### src/rtl/uart0_fifo_bridge.sv
// uart0_fifo_bridge: CPU register window in front of a UART with TX/RX byte FIFOs.
// Ports: clk, reset (sync, active-high); bus_valid/bus_wr/bus_addr/bus_wdata in,
//   bus_rdata out (registered); tx_rdy in, tx_vld/tx_data out (launch pulse);
//   rx_valid/rx_data in; irq out (registered level).
// Build option: define UART_RX_FIFO_EN for an RX_DEPTH-entry RX FIFO; otherwise
//   the RX path is a single holding register.

module uart0_fifo_bridge_fifo #(
    parameter int DEPTH = 16,
    parameter int CW    = $clog2(DEPTH + 1)
) (
    input  logic          clk,
    input  logic          reset,
    input  logic          flush,
    input  logic          push,
    input  logic          pop,
    input  logic [7:0]    wdata,
    output logic [7:0]    head,
    output logic [CW-1:0] count,
    output logic [CW-1:0] count_nxt
);
    localparam int AW = (DEPTH > 1) ? $clog2(DEPTH) : 1;

    logic [7:0]    mem [DEPTH];
    logic [AW-1:0] wptr;
    logic [AW-1:0] rptr;

    // Explicit wrap so non-power-of-2 and single-entry depths also work.
    function automatic logic [AW-1:0] inc(input logic [AW-1:0] p);
        return (p == AW'(DEPTH - 1)) ? '0 : p + 1'b1;
    endfunction

    // push/pop arrive already qualified against full/empty by the caller.
    always_comb begin
        count_nxt = flush ? '0 : count + CW'(push) - CW'(pop);
    end

    always_ff @(posedge clk) begin
        if (reset || flush) begin
            wptr  <= '0;
            rptr  <= '0;
            count <= '0;
        end else begin
            if (push) wptr <= inc(wptr);
            if (pop)  rptr <= inc(rptr);
            count <= count_nxt;
        end
    end

    always_ff @(posedge clk) begin
        if (!reset && !flush && push) mem[wptr] <= wdata;
    end

    assign head = mem[rptr];
endmodule

module uart0_fifo_bridge #(
    parameter int WL       = 32,
    parameter int TX_DEPTH = 16,
    parameter int RX_DEPTH = 16
) (
    input  logic          clk,
    input  logic          reset,
    input  logic          bus_valid,
    input  logic          bus_wr,
    input  logic [1:0]    bus_addr,
    input  logic [WL-1:0] bus_wdata,
    output logic [WL-1:0] bus_rdata,
    input  logic          tx_rdy,
    output logic          tx_vld,
    output logic [7:0]    tx_data,
    input  logic          rx_valid,
    input  logic [7:0]    rx_data,
    output logic          irq
);
`ifdef UART_RX_FIFO_EN
    localparam int RXD = RX_DEPTH;
`else
    localparam int RXD = 1;
`endif
    localparam int TXCW = $clog2(TX_DEPTH + 1);
    localparam int RXCW = $clog2(RXD + 1);

    logic [TXCW-1:0] tx_cnt, tx_cnt_nxt;
    logic [RXCW-1:0] rx_cnt, rx_cnt_nxt;
    logic [7:0]      tx_head, rx_head;
    logic            tx_full, tx_empty, rx_full, rx_empty;
    logic            tx_push, tx_pop, tx_drop, tx_flush;
    logic            rx_push, rx_pop, rx_drop, rx_flush;
    logic            wr_acc, rd_acc, sel_data, sel_ctrl, clr_wr;
    logic            tx_ovf, rx_ovf, tx_ovf_nxt, rx_ovf_nxt;
    logic [1:0]      ctrl, ctrl_nxt;
    logic            irq_nxt;
    logic [WL-1:0]   rdata_nxt;
    logic [31:0]     status;

    assign wr_acc   = bus_valid & bus_wr;
    assign rd_acc   = bus_valid & ~bus_wr;
    assign sel_data = (bus_addr == 2'd0);
    assign sel_ctrl = (bus_addr == 2'd2);
    assign clr_wr   = wr_acc & (bus_addr == 2'd3);

    assign tx_full  = (tx_cnt == TXCW'(TX_DEPTH));
    assign tx_empty = (tx_cnt == '0);
    assign rx_full  = (rx_cnt == RXCW'(RXD));
    assign rx_empty = (rx_cnt == '0);

    assign tx_flush = clr_wr & bus_wdata[8];
    assign rx_flush = clr_wr & bus_wdata[9];

    // Full is judged on the start-of-cycle count, so a same-cycle launch
    // does not rescue a write that arrives while the FIFO is full.
    assign tx_push = wr_acc & sel_data & ~tx_full;
    assign tx_drop = wr_acc & sel_data & tx_full;
    assign tx_pop  = tx_rdy & ~tx_empty & ~tx_vld & ~tx_flush;

    assign rx_push = rx_valid & ~rx_full;
    assign rx_drop = rx_valid & rx_full;
    assign rx_pop  = rd_acc & sel_data & ~rx_empty;

    uart0_fifo_bridge_fifo #(.DEPTH(TX_DEPTH)) u_tx_fifo (
        .clk       (clk),
        .reset     (reset),
        .flush     (tx_flush),
        .push      (tx_push),
        .pop       (tx_pop),
        .wdata     (bus_wdata[7:0]),
        .head      (tx_head),
        .count     (tx_cnt),
        .count_nxt (tx_cnt_nxt)
    );

    uart0_fifo_bridge_fifo #(.DEPTH(RXD)) u_rx_fifo (
        .clk       (clk),
        .reset     (reset),
        .flush     (rx_flush),
        .push      (rx_push),
        .pop       (rx_pop),
        .wdata     (rx_data),
        .head      (rx_head),
        .count     (rx_cnt),
        .count_nxt (rx_cnt_nxt)
    );

    assign status = {8'd0, 8'(rx_cnt), 8'(tx_cnt), 2'b00,
                     rx_ovf, tx_ovf, rx_full, rx_empty, tx_empty, tx_full};

    always_comb begin
        tx_ovf_nxt = tx_drop | (tx_ovf & ~(clr_wr & bus_wdata[4]));
        rx_ovf_nxt = rx_drop | (rx_ovf & ~(clr_wr & bus_wdata[5]));
        ctrl_nxt   = (wr_acc & sel_ctrl) ? bus_wdata[1:0] : ctrl;
        // irq tracks the state as it will be after this edge.
        irq_nxt    = (ctrl_nxt[0] & (rx_cnt_nxt != '0))
                   | (ctrl_nxt[1] & (tx_cnt_nxt == '0));
    end

    always_comb begin
        rdata_nxt = '0;
        if (bus_wr) begin
            rdata_nxt = bus_wdata;
        end else begin
            case (bus_addr)
                2'd0:    rdata_nxt = rx_pop ? {1'b1, 23'd0, rx_head} : '0;
                2'd1:    rdata_nxt = status;
                2'd2:    rdata_nxt = {30'd0, ctrl};
                default: rdata_nxt = '0;
            endcase
        end
    end

    always_ff @(posedge clk) begin
        if (reset) begin
            tx_vld    <= 1'b0;
            tx_data   <= '0;
            tx_ovf    <= 1'b0;
            rx_ovf    <= 1'b0;
            ctrl      <= '0;
            bus_rdata <= '0;
            irq       <= 1'b0;
        end else begin
            tx_vld <= tx_pop;
            if (tx_pop) tx_data <= tx_head;
            tx_ovf <= tx_ovf_nxt;
            rx_ovf <= rx_ovf_nxt;
            ctrl   <= ctrl_nxt;
            if (bus_valid) bus_rdata <= rdata_nxt;
            irq    <= irq_nxt;
        end
    end
endmodule

### config.mk
export PLATFORM = sky130hd
export DESIGN_NAME = uart0_fifo_bridge
export DESIGN_NICKNAME = d
export VERILOG_FILES = /design/src/rtl/uart0_fifo_bridge.sv
export SDC_FILE = /design/constraint.sdc
export NUM_CORES = 1
export LEC_CHECK = 0
export ABC_CLOCK_PERIOD_IN_PS = 3350
export BUFFER_PORTS_ARGS = -buffer_cell sky130_fd_sc_hd__buf_4
export CAP_MARGIN = 20
export CORE_MARGIN = 5
export CORE_UTILIZATION = 55
export DETAILED_ROUTE_END_ITERATION = 6
export PLACE_DENSITY = 0.76
export SKIP_LAST_GASP = 1
export SLEW_MARGIN = 10
export SYNTH_ARGS = -nofsm -noshare
export SYNTH_HDL_FRONTEND = slang
export SYNTH_SLANG_ARGS = --single-unit
### constraint.sdc
create_clock -name clk -period 3.35 [get_ports clk]
set_input_delay 0.67 -clock clk [delete_from_list [all_inputs] [get_ports clk]]
set_output_delay 0.67 -clock clk [all_outputs]
set_load 0.02 [all_outputs]
==> summary.log <==
[status] status complete, no violations
[clocking] clock latency on the worst-skew pair 430 ps
[logic_synthesis] number of flops mapped to enable cells by yosys 136
[power_and_ir_drop] total power draw 0.005714 W
[logic_synthesis] number of warning messages in the yosys log 0
[worst_hold_path] endpoint of the worst hold path u_rx_fifo.mem[0][5]
[routing] vias per cell 5.967
[floorplanning] core area 13,930 µm²
[routing] average detailed-routed wire length per instance 21.11 µm
[logic_synthesis] Yosys cell types 48
[routing] count of routing violations after the opening detailed-route iteration 484
[clocking] buffer type at the clock tree root sky130_fd_sc_hd__clkbuf_16
[routing] Antenna Violating Nets Remaining 0
[logic_synthesis] asr flop ratio synth 0%
[logic_synthesis] cell area after synthesis 7855 µm²
[placement] setup slack after placement 153.6 ps
[power_and_ir_drop] peak ir drop on the vdd network 0.0004473 V
[timing] worst clock skew 7.330 ps
[worst_hold_path] launch instance of the worst min-delay path rx_data[5]
[grt] aggregate global routing overflow 0
[logic_synthesis] average footprint of a synthesized cell 15.13 µm²
[floorplanning] Die Outline Area 16,770 µm²
[timing] final count of hold timing violations 0
[logic_synthesis] number of storage elements in the synthesis netlist 196
[worst_setup_path] Worst Setup Path Type flop to flop
[finish] post-layout instance count excluding filler cells 799
[timing] final cycle utilization of the critical path 89.96%
[worst_hold_path] worst hold path depth 1
[timing] final critical delay including setup and external delays 3014 ps
[floorplanning] die span in y 129.5 µm
[worst_setup_path] crit-path max FO 4
[timing] Final TNS setup 0 ps
[logic_synthesis] most common flop cell mapped by yosys sky130_fd_sc_hd__edfxtp_1
[finish] ratio of cells with drive above 1 in the final layout 27.79%
[placement] total instance count after detailed placement 767
[timing] count of final max-slew check failures 0
[worst_setup_path] sequence of cells on the critical path inv_1, ha_1, nor4bb_1, or4_1, inv_2, ha_1, inv_1, fa_1, nand2b_1, a21oi_1, xnor2_1, a32oi_1, o31ai_1
[power_and_ir_drop] PD cells 616.6 nW/µm²
[finish] nets@finish 666
[timing] worst slew pin tran 683.4 ps
[grt] vias in the first global route 4,845
[clocking] CTS Hold Bufs 0
[placement] post-place instance area 8703 µm²
[finish] leading cell types in the layout, fill and taps excluded 136 x sky130_fd_sc_hd__edfxtp_1, 99 x sky130_fd_sc_hd__buf_4, 59 x sky130_fd_sc_hd__dfxtp_1
[finish] Diodes inserted 0
[grt] antenna violations before repair 0
[clocking] clk slew on worst S/H paths 70 ps
[clocking] clock tree from TritonCTS yes
[worst_setup_path] worst-path cell with the longest stage delay sky130_fd_sc_hd__or4_1
[timing] Fmax 331.8 MHz
[grt] wire length of the first global-routing pass 26,520 µm
[routing] Routed WL 16,870 µm
[worst_setup_path] kind of cell adding the most delay to the critical path simple AND/OR/NAND/NOR gates
[logic_synthesis] synthesized netlist cell count 519
[placement] number of port buffers 89
[timing] total of endpoints with negative setup slack in the final report 0
[worst_setup_path] number of cells on the worst reg-to-reg path 13
[logic_synthesis] net count after synthesis 579
[worst_setup_path] crit-path max cell delay 530 ps
[worst_setup_path] Worst Path Buf+Inv 3
[floorplanning] standard-cell row count 43
[finish] final std cell area, no fill 9266 µm²
[worst_setup_path] flop2flop setup slack 340 ps
[floorplanning] number of primary I/O pins 90
[placement] final weighted congestion in routability-driven placement 0.8897
[clocking] clock tree sinks 196
[timing] Max transition margin 54.35%
[power_and_ir_drop] cell leakage power 3.268 nW
[routing] Detailed Routing Iterations Pass 1 7
[clocking] Max H-tree Level 4
[routing] total number of vias 4,768
[routing] residual DRC count 0
[grt] pin count of the biggest net entering global routing 51
[logic_synthesis] fraction of the yosys area taken by sequential cells 67.28%
[finish] most common library cell in the layout ignoring fill and taps sky130_fd_sc_hd__edfxtp_1
[worst_setup_path] WP depth 13
[worst_setup_path] Arr. time, crit path 3360 ps
[clocking] number of clock buffers inserted by TritonCTS 17
[floorplanning] overall die width 129.5 µm
[worst_setup_path] worst reg2reg endpoint irq
[finish] area growth from synthesis to layout 17.97%
[job] max-capacitance violation count 0
[placement] detailed-placement wirelength estimate 10,900 µm
[worst_setup_path] worst reg2reg startpoint u_tx_fifo.count[2]
[timing] setup repair after global routing missed its margin no
[worst_hold_path] Hold WC Path Type input pin to flop
[worst_setup_path] Worst Path Required 3690 ps
[clocking] buffer levels on the longest clock path 2
[floorplanning] initial core utilization 56.37%
[worst_setup_path] Critical Path Sink Type flop
[worst_setup_path] nature of the critical path startpoint flop
[timing] least setup slack across all paths after layout 336.2 ps
[grt] Tot GR Track Use 21.29%
-- worst max path at each step --
stage / start / endpoint
6_report: u_tx_fifo.count[2] / irq
5_1_grt: u_tx_fifo.count[2] / irq
4_1_cts: u_tx_fifo.count[3] / irq
3_5_place_dp: bus_wr / irq
3_3_place_gp: bus_wr / irq
2_1_floorplan: bus_valid / irq
-- metal layers --
metal	GRT usage [%]	wire length, µm	vias to the layer above
met1	29.13	7043	2389
met2	33.81	8363	186
met4	7.518	371	0
met3	5.111	1089	27
met5	0	0	-
li1	-	-	2166
-- worst register-to-register path: cells and delay by family (launching register included) --
kind                     cells  cell delay, ps
buffers and inverters        3             260
adder cells (fa/ha/maj)      3             780
AND/OR/NAND/NOR              3             860
XOR/XNOR                     1             170
AO/OA/AOI/OAI                3             500
flip-flops                   1             360
-- registers in the layout (all words and copies together) (netlist names) --
name             count
bus_rdata           32
ctrl                 2
irq                  1
rx_ovf               1
tx_data              8
tx_ovf               1
tx_vld               1
u_rx_fifo.count      1
u_rx_fifo.mem        8
u_tx_fifo.count      5
u_tx_fifo.mem      128
u_tx_fifo.rptr       4
u_tx_fifo.wptr       4
-- area by class of cell --
type	instances	area, µm²
Sequential cell	196	5286
Tap cell	180	225.2
Timing Repair Buffer	100	763.2
Clock inverter	9	50.05
Multi-Input combinational cell	273	2372
Fill cell	946	4668
Clock buffer	23	501.7
Inverter	18	67.56
-- per-stage QoR --
step / utilization [%] / hold slack [ps]
CTS: 66.42 / 393.9
floorplan: - / 436.6
finish: 66.50 / 411.5
detailed placement: 62.46 / 471.6
global placement: 62.46 / 450.9
global route: 66.50 / 390.7
-- cells in the mapped netlist, drive strengths merged (3+ instances only) --
cell / n / share of area [%]
xnor2: 4 / 0.45
ha: 11 / 1.8
buf: 12 / 0.84
o211ai: 6 / 0.57
and2: 18 / 1.4
nand2: 31 / 1.5
o221ai: 8 / 0.89
nand3b: 9 / 0.86
clkbuf: 20 / 0.96
edfxtp: 136 / 52
dfxtp: 60 / 15
a22oi: 18 / 1.7
inv: 18 / 0.86
nor3: 7 / 0.51
mux2i: 20 / 2.5
nor2: 48 / 2.3
a222oi: 7 / 0.89
o21ai: 6 / 0.38
mux4: 32 / 9.2
a21oi: 12 / 0.76
nand2b: 3 / 0.24
-- power by group --
group / internal, W / switching [W]
clock: 0.00105 / 0.000847
combinational: 0.000479 / 0.000551
sequential: 0.00268 / 0.000105
-- kinds of logic after synthesis --
family / share of synthesized area, %
flip-flops: 67.28
adder cells (fa/ha/maj): 2.007
AND/OR/NAND/NOR: 8.984
buffers and inverters: 2.660
XOR/XNOR: 0.6690
AO/OA/AOI/OAI: 6.674
multiplexers: 11.72
-- repair_timing --
action,4_1_cts,5_1_grt
setup buffers,0,0
endpoints found under the hold margin,0,0
resized for setup,0,2
endpoints found under the setup margin,0,1
Note: power is estimated with default switching activity, not from simulation.
